===== src/rtl/ifetch_unit_if.sv =====
// Fetch-side bus bundle: instruction-memory port, decode handshake, redirect and fault status.
// The fetch unit is the master; decode/memory/control collectively form the slave side.
interface ifetch_unit_if;
  logic [31:0] imem_adr;
  logic [31:0] imem_rd;
  logic [31:0] instr;
  logic [31:0] instr_pc;
  logic        instr_valid;
  logic        instr_ready;
  logic        redirect;
  logic [31:0] redirect_pc;
  logic        fault;
  logic [31:0] fault_pc;

  modport master (
    output imem_adr,
    input  imem_rd,
    output instr,
    output instr_pc,
    output instr_valid,
    input  instr_ready,
    input  redirect,
    input  redirect_pc,
    output fault,
    output fault_pc
  );

  modport slave (
    input  imem_adr,
    output imem_rd,
    input  instr,
    input  instr_pc,
    input  instr_valid,
    output instr_ready,
    output redirect,
    output redirect_pc,
    input  fault,
    input  fault_pc
  );
endinterface


===== src/rtl/ifetch_unit.sv =====
// Instruction-fetch initiator: owns the fetch PC, buffers fetched words in a small
// prefetch FIFO for decode, follows redirects and halts with a sticky fault on bad addresses.
module ifetch_unit #(
  parameter int unsigned IMEM_WORDS = 32,
  parameter int unsigned FIFO_DEPTH = 2,
  parameter logic [31:0] RESET_PC   = 32'h0000_0000
) (
  input  logic          clk,
  input  logic          reset_n,
  ifetch_unit_if.master bus
);

  localparam int unsigned CNT_W = $clog2(FIFO_DEPTH + 1);
  localparam int unsigned PTR_W = (FIFO_DEPTH > 1) ? $clog2(FIFO_DEPTH) : 1;

  typedef enum logic {FETCH, HALT} state_t;

  state_t           state_q, state_d;
  logic [31:0]      fetch_pc;
  logic [CNT_W-1:0] count;
  logic [PTR_W-1:0] head, tail;
  logic [31:0]      fifo_instr [FIFO_DEPTH];
  logic [31:0]      fifo_pc    [FIFO_DEPTH];
  logic             valid, bad, push, pop, fault_set;

  function automatic logic [PTR_W-1:0] ptr_next(input logic [PTR_W-1:0] p);
    if (p == PTR_W'(FIFO_DEPTH - 1)) return '0;
    return p + PTR_W'(1);
  endfunction

  assign valid = (count != '0);
  assign bad   = ({2'b00, fetch_pc[31:2]} >= IMEM_WORDS) || (fetch_pc[1:0] != 2'b00);
  // A redirect discards any same-cycle pop, since the whole FIFO is flushed anyway.
  assign pop   = valid && bus.instr_ready && !bus.redirect;

  always_comb begin
    state_d   = state_q;
    push      = 1'b0;
    fault_set = 1'b0;
    if (bus.redirect) begin
      state_d = FETCH;
    end else begin
      case (state_q)
        FETCH: begin
          if (bad) begin
            fault_set = 1'b1;
            state_d   = HALT;
          end else if ((count < CNT_W'(FIFO_DEPTH)) || pop) begin
            push = 1'b1;
          end
        end
        HALT:    state_d = HALT;
        default: state_d = FETCH;
      endcase
    end
  end

  always_ff @(posedge clk or negedge reset_n) begin
    if (!reset_n) begin
      state_q      <= FETCH;
      fetch_pc     <= RESET_PC;
      count        <= '0;
      head         <= '0;
      tail         <= '0;
      bus.fault    <= 1'b0;
      bus.fault_pc <= '0;
    end else begin
      state_q <= state_d;
      if (bus.redirect) begin
        fetch_pc  <= bus.redirect_pc;
        count     <= '0;
        head      <= '0;
        tail      <= '0;
        bus.fault <= 1'b0;
      end else begin
        if (push) begin
          fetch_pc <= fetch_pc + 32'd4;
          tail     <= ptr_next(tail);
        end
        if (pop) head <= ptr_next(head);
        if (push && !pop)      count <= count + CNT_W'(1);
        else if (pop && !push) count <= count - CNT_W'(1);
        if (fault_set) begin
          bus.fault    <= 1'b1;
          bus.fault_pc <= fetch_pc;
        end
      end
    end
  end

  // Storage needs no reset: outputs are gated by the count, which is reset.
  always_ff @(posedge clk) begin
    if (push) begin
      fifo_instr[tail] <= bus.imem_rd;
      fifo_pc[tail]    <= fetch_pc;
    end
  end

  assign bus.imem_adr    = fetch_pc;
  assign bus.instr_valid = valid;
  assign bus.instr       = valid ? fifo_instr[head] : 32'h0;
  assign bus.instr_pc    = valid ? fifo_pc[head]    : 32'h0;

endmodule


===== src/flat_wrapper.sv =====
// flat-port wrapper written by rule: the top's interface ports become plain ports
module ifetch_unit_flat 
#(
  parameter int unsigned IMEM_WORDS = 32,
  parameter int unsigned FIFO_DEPTH = 2,
  parameter logic [31:0] RESET_PC   = 32'h0000_0000
)
  (clk, reset_n, bus_imem_adr, bus_imem_rd, bus_instr, bus_instr_pc, bus_instr_valid, bus_instr_ready, bus_redirect, bus_redirect_pc, bus_fault, bus_fault_pc);
  ifetch_unit_if bus_i ();
  input  logic clk;
  input  logic reset_n;
  output wire logic [$bits(bus_i.imem_adr)-1:0] bus_imem_adr;
  input wire logic [$bits(bus_i.imem_rd)-1:0] bus_imem_rd;
  output wire logic [$bits(bus_i.instr)-1:0] bus_instr;
  output wire logic [$bits(bus_i.instr_pc)-1:0] bus_instr_pc;
  output wire logic [$bits(bus_i.instr_valid)-1:0] bus_instr_valid;
  input wire logic [$bits(bus_i.instr_ready)-1:0] bus_instr_ready;
  input wire logic [$bits(bus_i.redirect)-1:0] bus_redirect;
  input wire logic [$bits(bus_i.redirect_pc)-1:0] bus_redirect_pc;
  output wire logic [$bits(bus_i.fault)-1:0] bus_fault;
  output wire logic [$bits(bus_i.fault_pc)-1:0] bus_fault_pc;
  assign bus_imem_adr = bus_i.imem_adr;
  assign bus_i.imem_rd = bus_imem_rd;
  assign bus_instr = bus_i.instr;
  assign bus_instr_pc = bus_i.instr_pc;
  assign bus_instr_valid = bus_i.instr_valid;
  assign bus_i.instr_ready = bus_instr_ready;
  assign bus_i.redirect = bus_redirect;
  assign bus_i.redirect_pc = bus_redirect_pc;
  assign bus_fault = bus_i.fault;
  assign bus_fault_pc = bus_i.fault_pc;
  ifetch_unit #(.IMEM_WORDS(IMEM_WORDS), .FIFO_DEPTH(FIFO_DEPTH), .RESET_PC(RESET_PC)) u_core (.clk(clk), .reset_n(reset_n), .bus(bus_i));
endmodule

===== config.mk =====
export PLATFORM = sky130hd
export DESIGN_NAME = ifetch_unit_flat
export DESIGN_NICKNAME = d
export VERILOG_FILES = /design/src/rtl/ifetch_unit_if.sv /design/src/rtl/ifetch_unit.sv /design/src/flat_wrapper.sv
export SDC_FILE = /design/constraint.sdc
export NUM_CORES = 1
export LEC_CHECK = 0
export ABC_CLOCK_PERIOD_IN_PS = 6700
export BUFFER_PORTS_ARGS = -buffer_cell sky130_fd_sc_hd__buf_2
export CORE_ASPECT_RATIO = 1.25
export CORE_MARGIN = 2
export CORE_UTILIZATION = 48
export CTS_CLUSTER_SIZE = 8
export DETAILED_ROUTE_END_ITERATION = 8
export PLACE_DENSITY = 0.77
export SYNTH_ARGS = -nofsm -noshare
export SYNTH_HDL_FRONTEND = slang
export SYNTH_SLANG_ARGS = --single-unit

===== constraint.sdc =====
create_clock -name clk -period 6.7 [get_ports clk]
set_input_delay 1.34 -clock clk [delete_from_list [all_inputs] [get_ports clk]]
set_output_delay 1.34 -clock clk [all_outputs]
set_load 0.05 [all_outputs]

# Word-level counts from Yosys, hierarchy flattened
# Memory sizes are Yosys's and may differ from the RTL's.
# Cells that the tools add are included.
[op_classes]
n_addsub = 5
magnitude_cmp = 2
muxes = 34
n_bitwise = 2
n_reduce_logical = 16
[ops]
columns = ["operator", "count"]
rows = [
  ["2-to-1 mux 32 bit", 4],
  ["adder 32 x 3 -> 32 bit (second input constant)", 1],
  ["greater-or-equal comparator 30 x 6 -> 1 bit (second input constant)", 1],
  ["2-to-1 mux 1 bit", 26],
  ["nonzero test 2 bit", 5],
  ["2-to-1 mux 2 bit", 3],
  ["logical AND 1 bit", 4],
  ["zero test 1 bit", 3],
  ["nonzero test 3 bit", 1],
  ["adder 1 bit (second input constant)", 2],
  ["adder 2 x 1 -> 2 bit (second input constant)", 1],
  ["logical OR 1 bit", 2],
  ["< comparator 2 bit (second input constant)", 1],
  ["inverter 1 bit", 2],
  ["case mux 1 bit (2 select lines)", 1],
  ["AND reduction 2 bit", 1],
  ["subtractor 2 x 1 -> 2 bit (second input constant)", 1],
]
[word_totals]
reg_bits = 70
mem_bits_rw = 128
inputBits = 68
out_inout_bits = 130
wordCells = 68
memories = 2
[memory_table]
columns = ["memory", "words", "width", "rd", "rd_clocked_by_memory_dff", "write_ports", "line_no", "source"]
rows = [
  ["u_core.fifo_instr", 2, 32, 1, 0, 1, "ifetch_unit.sv:22", "logic [31:0] fifo_instr [FIFO_DEPTH];"],
  ["u_core.fifo_pc", 2, 32, 1, 0, 1, "ifetch_unit.sv:23", "logic [31:0] fifo_pc [FIFO_DEPTH];"],
]

# Depth between registers and ports, before layout
# Gate-level depths: netlist (run 1).
[logic_depth]
depth_word = 13
ltp_mapped = 7
mapped_depth_nobuf = 6

# Worst setup path after synthesis (run 1)
# No wires, ideal clock.
[synth_timing]
path_kind = "in2reg"
start = "input bus_redirect"
end = "memory u_core.fifo_instr[0][0] (enable)"
setup_ns = 0.578
arrival_time_ns = 6.842
required_time_ns = 6.122
slack_ns = -0.720
stages = 5
path_buffers = 1
cell_sequence = "nand2b_1 a21o_1 nor4_2 buf_4 nor3b_1"
[synth_between]
elab_chain_cells = 9
[synth_lines]
columns = ["item", "line_no", "source"]
rows = [
  ["start, declared", "flat_wrapper.sv:18", "input wire logic [$bits(bus_i.redirect)-1:0] bus_redirect;"],
  ["zero test 1 bit", "ifetch_unit.sv:34", "assign pop = valid && bus.instr_ready && !bus.redirect;"],
  ["logical AND 1 bit", "ifetch_unit.sv:34", ""],
  ["logical OR 1 bit", "ifetch_unit.sv:48", "end else if ((count < CNT_W'(FIFO_DEPTH)) || pop) begin"],
  ["2-to-1 mux 1 bit", "ifetch_unit.sv:48", ""],
  ["2-to-1 mux 1 bit", "ifetch_unit.sv:45", "if (bad) begin"],
  ["2-to-1 mux 1 bit", "ifetch_unit.sv:43", "case (state_q)"],
  ["2-to-1 mux 1 bit (*)", "ifetch_unit.sv:40", "if (bus.redirect) begin"],
  ["2-to-1 mux 1 bit (*)", "ifetch_unit.sv:93", "if (push) begin"],
  ["2-to-1 mux 1 bit (not written as such) (*)", "ifetch_unit.sv:94", "fifo_instr[tail] <= bus.imem_rd;"],
  ["end, declared", "ifetch_unit.sv:22", ""],
]
# Every way passes the cells marked *; elsewhere a longest branch is shown, timed or not.

# Worst setup path in the final report (run 1)
[layout_timing]
start = "input bus_redirect"
end = "memory u_core.fifo_pc[1][1] (enable)"
[layout_between]
elab_chain_cells = 9
[layout_lines]
columns = ["item", "line_no", "source"]
rows = [
  ["zero test 1 bit", "ifetch_unit.sv:34", ""],
  ["logical AND 1 bit", "ifetch_unit.sv:34", ""],
  ["logical OR 1 bit", "ifetch_unit.sv:48", ""],
  ["2-to-1 mux 1 bit", "ifetch_unit.sv:48", ""],
  ["2-to-1 mux 1 bit", "ifetch_unit.sv:45", ""],
  ["2-to-1 mux 1 bit", "ifetch_unit.sv:43", ""],
  ["2-to-1 mux 1 bit (*)", "ifetch_unit.sv:40", ""],
  ["2-to-1 mux 1 bit (*)", "ifetch_unit.sv:93", ""],
  ["2-to-1 mux 1 bit (not written as such) (*)", "ifetch_unit.sv:95", "fifo_pc[tail] <= fetch_pc;"],
  ["end, declared", "ifetch_unit.sv:23", ""],
]
# Marks and branches as above.

==> results.md, run 1 <==
- Outcome: finished clean
- Worst path most repeated cell: buf_4
- Core region area: ~0.016 mm²
- Max-cap violations: 0
- Met1 Usage GRT: 0.230
- Crit path max-delay family: simple AND/OR/NAND/NOR gates
- H-tree Lvls: 4
- Die Wd: 117 µm
- Met2 Track Usage GR: 0.327
- Post-Synth Simple-Gate Area: 0.0615
- CTS buffer count: 17
- Critical path's slowest cell: and3_2
- Slew Limit Headroom: 0.219
- DRC Markers: 0
- Min cycle time layout: 3930 ps
- Final Cell Area: 0.00948 mm²
- Number of global-route vias before repair: 4,739
- Layout cells sized above 1: 0.426
- Via Count: between 4,000 and 5,000
- Initial Util: 0.491
- Die area: 0.0170 mm²
- M3 GR Usage: 0.0508
- Pin count of the biggest net entering global routing: 71
- DP HPWL: 10,600 µm
- Worst-path clk slew: approximately 70 ps
- Distinct cells, synth: 37
- Die height: 145 µm
- Asr flop ratio synth: 0.354
- Leakage: 3.80 nW
- I/O Buffers: 197
- Ys flop type: edfxtp_1
- Syn Nets: 549
- Worst-path cell chain: buf_2 > buf_4 > nand2b_1 > a21o_1 > nor4_2 > buf_4 > and3_2 > buf_4
- Avg WL per Cell: 17.6 µm
- Total power: ~2.8 mW
- Slew Viols, Final: 0
- Area Overhead vs Synth: 23.6%
- Compound-cell area share of the yosys netlist: 0.0153
- CP Launch Type: primary input
- Largest stage delay, worst path: 860 ps
- Syn Inst Count: about 480
- WP data required: 6790 ps
- GR peak layer: met2
- Largest family of logic cells by synthesized area: multiplexers
- Mux cell area share after synthesis: 0.168
- Final setup TNS: 0 ps
- CTS tree: yes
- WHS: approximately 500 ps
- Initial DRC count: 306
- Post-route ant nets: 0
- Drt pass-1 iters: 4
- Share of the yosys chip area belonging to registers: 0.729
- VDD IR-drop max: 158 µV
- Synthesized flop and latch total: 198
- # IOs: between 150 and 200
- Max Fclk: 255 MHz
- Unrepaired setup endpoints after global routing: no
- Setup Fix Bufs, Post-CTS: 0
- # setup viols final: 0
- Fin nets: 749
- Worst-path fanout max: 47
- Final number of hold-violating endpoints: 0
- Final Skew: between 8 and 9 ps
- Worst Tran Pin Value: ~1200 ps
- Root Driver: clkbuf_16
- Row count: 51
- Setup crit end kind: flop
- Antenna cell count: 0
- Post-synth EDFFs: 128
- WP buf/inv: 4
- Power density over the cells: roughly 300 mW/mm²
- Initial antenna violation count: 1
- Hold Buf Count CTS: 0
- Final Cycle Share: 0.586
- Worst EP arrival: 4020 ps
- Clock buffer depth: 2
- Global-route usage over all layers: 0.191
- First-pass GRT wire length: about 25,000 µm
- Later-pin clock latency in the skew report: 420 ps
- Via density: 5.12
- WL final: 15,900 µm
- Fill count: 1,195
- YS warnings: 0
- Dpl cell area: 0.00889 mm²
- Gr ovfl total: 0
- Sink Count: about 200
- Post-synthesis adder-cell area fraction: 0.00326
- Routability Congestion: 0.760
- # resized after CTS: 0
- Worst Setup Path Type: in2reg
- Synth Area in XOR/XNOR: 0.00457
- Worst Hold Class: reg2reg
- Post-Syn Area: 0.00767 mm²
- Syn Area/Cell: 16.0 µm²
[per-stage QoR]
stage / std cells / setup WS, ps / util
6_report: 904 / 2770 / 0.607
3_3_place_gp: 872 / 2390 / 0.569
5_1_grt: 904 / 2580 / 0.607
2_1_floorplan: 479 / 1550 / -
3_5_place_dp: 872 / 2300 / 0.569
4_1_cts: 904 / 2750 / 0.607
[sequential cells by signal, indices dropped and copies added, names as in the netlist]
signal               cells
u_core.tail              1
u_core.fifo_pc          64
u_core.bus.fault         1
u_core.count             2
u_core.fifo_instr       64
u_core.state_q           1
u_core.bus.fault_pc     32
u_core.bus.imem_adr     32
u_core.head              1
[synthesized netlist by cell type, types with 4 or more instances]
cell type | instances | share of area
o21ai_0 | 7 | 0.0046
inv_1 | 6 | 0.0029
mux2_2 | 54 | 0.079
nand2_1 | 13 | 0.0064
buf_2 | 5 | 0.0033
mux2i_1 | 66 | 0.086
dfrtp_1 | 70 | 0.23
nor2_1 | 71 | 0.035
clkbuf_1 | 10 | 0.0049
buf_1 | 4 | 0.0020
nor4_1 | 7 | 0.0057
edfxtp_1 | 128 | 0.50
[per-layer routing]
layer  vias to the layer above  part of all wire
met5                         -                 0
met3                        17             0.066
met2                       157              0.52
met4                         0             0.013
met1                      2299              0.40
li1                       2156                 -
[worst register-to-register path, cell delays in order (launching register included)]
cell and delay [ps]:
dfrtp_1 430, nor4_1 570, nand3_1 350, nor4_2 230
buf_4 230, and3_2 860, buf_4 500
[layout by cell type (no fill, tap or decap), types with 2 or more instances in the layout]
cell	instances
nor2b_1	2
clkbuf_16	17
mux2_1	2
nand2_1	13
inv_6	2
ha_1	2
buf_4	8
buf_2	196
nor3_1	3
bufinv_16	2
dfrtp_1	69
edfxtp_1	128
clkinv_4	5
nor2_1	70
nor4_1	7
inv_8	3
nand4_1	2
nand3_1	3
nand2b_1	2
mux2i_1	66
xnor2_1	3
o21ai_0	7
inv_1	6
mux2_2	54
[report_power, final]
group | switching (mW) | leakage (nW) | internal [mW] | total [mW]
Clock | 0.456 | 0.288 | 0.562 | 1.02
Sequential | 0.0521 | 1.98 | 1.37 | 1.42
Combinational | 0.279 | 1.53 | 0.101 | 0.381
Total | 0.787 | 3.80 | 2.03 | 2.82
[area by class of cell]
class                   count  area, µm²  area share
flip-flops and latches    198       5600       0.590
multi-input cells         252       1960       0.207
repair buffers            204       1040       0.110
clock buffers              18        429      0.0453
well taps                 212        265      0.0280
clock inverters            14        166      0.0175
inverters                   6       22.5     0.00237
[final timing paths]
path | cells past startpoint | to | from | slack (ps)
max reg2reg | 6 | u_core.fifo_pc[1][1]$_DFFE_PP_ | u_core.bus.imem_adr[15]$_DFFE_PN0P_ | 3180
min in group asynchronous | 1 | u_core.bus.fault_pc[30]$_DFFE_PN0P_ | reset_n | 1030
min reg2reg | 2 | u_core.bus.fault_pc[2]$_DFFE_PN0P_ | u_core.bus.fault_pc[2]$_DFFE_PN0P_ | 490
min | 2 | u_core.bus.fault_pc[2]$_DFFE_PN0P_ | u_core.bus.fault_pc[2]$_DFFE_PN0P_ | 490
max | 8 | u_core.fifo_pc[1][1]$_DFFE_PP_ | bus_redirect | 2770
max in group asynchronous | 1 | u_core.head$_DFFE_PN0P_ | reset_n | 4990
[kinds of logic after synthesis]
group / Yosys count
buf+inv: 29
fa+ha+maj: 2
mux: 122
compound gates: 16
xor+xnor: 4
flops: 198
simple gates: 108
(Power assumes the default switching activity.)
==> run 2, diff against run 1 <==
--- a/config.mk
+++ b/config.mk
@@ -5,7 +5,7 @@
 export SDC_FILE = /design/constraint.sdc
 export NUM_CORES = 1
 export LEC_CHECK = 0
-export ABC_CLOCK_PERIOD_IN_PS = 6700
+export ABC_CLOCK_PERIOD_IN_PS = 3160
 export BUFFER_PORTS_ARGS = -buffer_cell sky130_fd_sc_hd__buf_2
 export CORE_ASPECT_RATIO = 1.25
 export CORE_MARGIN = 2
==> constraint.sdc (replaced) <==
create_clock -name clk -period 3.16 [get_ports clk]
set_input_delay 0.632 -clock clk [delete_from_list [all_inputs] [get_ports clk]]
set_output_delay 0.632 -clock clk [all_outputs]
set_load 0.05 [all_outputs]
==> results.md, run 2 (synthesized netlist as in run 1, its figures left out) <==
- Outcome: finished clean
- Most frequent cells in the layout: buf_2, edfxtp_1, nor2_1, mux2i_1, mux2_2
- First-pass GRT wire length: 24,600 µm
- Root Driver: clkbuf_16
- Clock share of power: 0.363
- DP HPWL: about 11,000 µm
- Die area: 0.0170 mm²
- Final Cell Area: just under 0.01 mm²
- Layout cells sized above 1: 0.455
- Hold Buf Count CTS: 0
- Slew Viols, Final: 0
- Area Overhead vs Synth: 25.2%
- Worst-path fanout max: 28
- Row count: around 50
- Sequential Power Share: 0.502
- Antenna cell count: 0
- Logic pwr share: 0.136
- Setup Fix Bufs, Post-CTS: 0
- Avg WL per Cell: 17.9 µm
- VDD IR-drop max: ~460 µV
- DRC Markers: 0
- Top Registers: u_core.fifo_instr x64, u_core.fifo_pc x64
- Max Fclk: 360 MHz
- Fin nets: 753
- WL final: 16,200 µm
- Worst r2r src: u_core.bus.imem_adr[24]$_DFFE_PN0P_
- I/O Buffers: 197
- Final Cycle Share: 0.878
- # setup viols final: 0
- Via density: slightly above 5
- Final Skew: 10.4 ps
- CTS tree: yes
- Sink Count: 198
- Unrepaired setup endpoints after global routing: no
- Setup crit end kind: primary output
- Worst-path clk slew: 70 ps
- Slew Limit Headroom: 0.395
- Pin count of the biggest net entering global routing: 71
- H-tree Lvls: 4
- Power density over the cells: 625 mW/mm²
- Psw: 1.64 mW
- Dpl cell area: about 0.009 mm²
- Max-cap violations: 0
- # IOs: 198
- Worst Hold Class: in2async
- Initial Util: 0.491
- Total power: approximately 6.0 mW
- Most common cell after layout, fill and taps aside: buf_2
- Final number of hold-violating endpoints: 0
- Routability Congestion: 0.774
- Worst r2r path cells: 5
- Die Wd: 117 µm
- WP data required: 2530 ps
- CTS buffer count: 17
- Initial antenna violation count: 0
- Min cycle time layout: 2780 ps
- Worst Setup Path Type: reg2out
- Worst Tran Pin Value: 907 ps
- P_int: 4.37 mW
- Worst EP arrival: 2140 ps
- Leakage: roughly 3.8 nW
- Initial DRC count: 286
- R2R Setup Slk: 530 ps
- Fill count: 1,200
- Die height: 145 µm
- Reg2reg end: u_core.fifo_pc[1][28]$_DFFE_PP_
- # resized after CTS: 0
- Core region area: between 0.015 and 0.02 mm²
- Gr ovfl total: 0
- Number of global-route vias before repair: 4,703
- Via Count: ~4,600
- Global-route usage over all layers: 0.194
- Clock buffer depth: 2
- Switch share: 0.273
- CP Launch Type: flop
- Drt pass-1 iters: 4
- Post-route ant nets: 0
- Later-pin clock latency in the skew report: 430 ps
==> run 2: per-layer routing <==
| layer | part of all wire | up-vias | GRT usage |
|---|---|---|---|
| li1 | - | 2158 | - |
| met1 | 0.40 | 2273 | 0.226 |
| met2 | 0.52 | 175 | 0.340 |
| met3 | 0.067 | 21 | 0.0587 |
| met4 | 0.015 | 0 | 0.0629 |
| met5 | 0 | - | 0 |
==> run 2: through the flow <==
step	setup TNS, ps	util	hold WS (ps)	setup WS (ps)	instances
final	0	0.615	325	384	908
after global routing	0	0.615	377	263	908
after CTS	0	0.615	355	326	908
after detailed placement	0	0.576	465	502	876
after global placement	0	0.576	463	582	876
after floorplan	-33670	-	336	-526	479
==> run 2: how the worst max path moves through the flow <==
stage / start / endpoint / slack (ps) / depth (start not counted)
after floorplan: u_core.bus.imem_adr[28]$_DFFE_PN0P_ / u_core.fifo_instr[0][0]$_DFFE_PP_ / -530 / 5
after global placement: u_core.bus.imem_adr[24]$_DFFE_PN0P_ / u_core.fifo_instr[1][10]$_DFFE_PP_ / 580 / 5
after detailed placement: u_core.bus.imem_adr[24]$_DFFE_PN0P_ / u_core.fifo_instr[1][10]$_DFFE_PP_ / 500 / 5
after CTS: u_core.head$_DFFE_PN0P_ / bus_instr[24] / 330 / 4
after global routing: u_core.head$_DFFE_PN0P_ / bus_instr[24] / 260 / 4
final: u_core.head$_DFFE_PN0P_ / bus_instr[24] / 380 / 4
==> run 2: layout make-up <==
class / instances / area, µm² / area share
sequential: 198 / 5620 / 0.585
multi-input combinational: 252 / 1960 / 0.204
timing repair buffer: 208 / 1130 / 0.118
clock buffer: 17 / 425 / 0.0443
tap: 212 / 265 / 0.0276
clock inverter: 15 / 176 / 0.0184
inverter: 6 / 22.5 / 0.00234
==> run 2: power groups by stage <==
stage | clock, mW | combinational [mW] | sequential, mW
3_5_place_dp | 0 | 0.823 | 3.07
6_report | 2.18 | 0.815 | 3.01
4_1_cts | 2.22 | 0.824 | 3.01
5_1_grt | 2.32 | 0.850 | 3.03
3_3_place_gp | 0 | 0.811 | 3.06
2_1_floorplan | 0 | 0.149 | 3.47
==> run 2: critical path, stage by stage, from the launching register on <==
cell	delay (ps)
dfrtp_4	760
buf_4	370
mux2i_1	270
nor2_1	70
buf_2	210
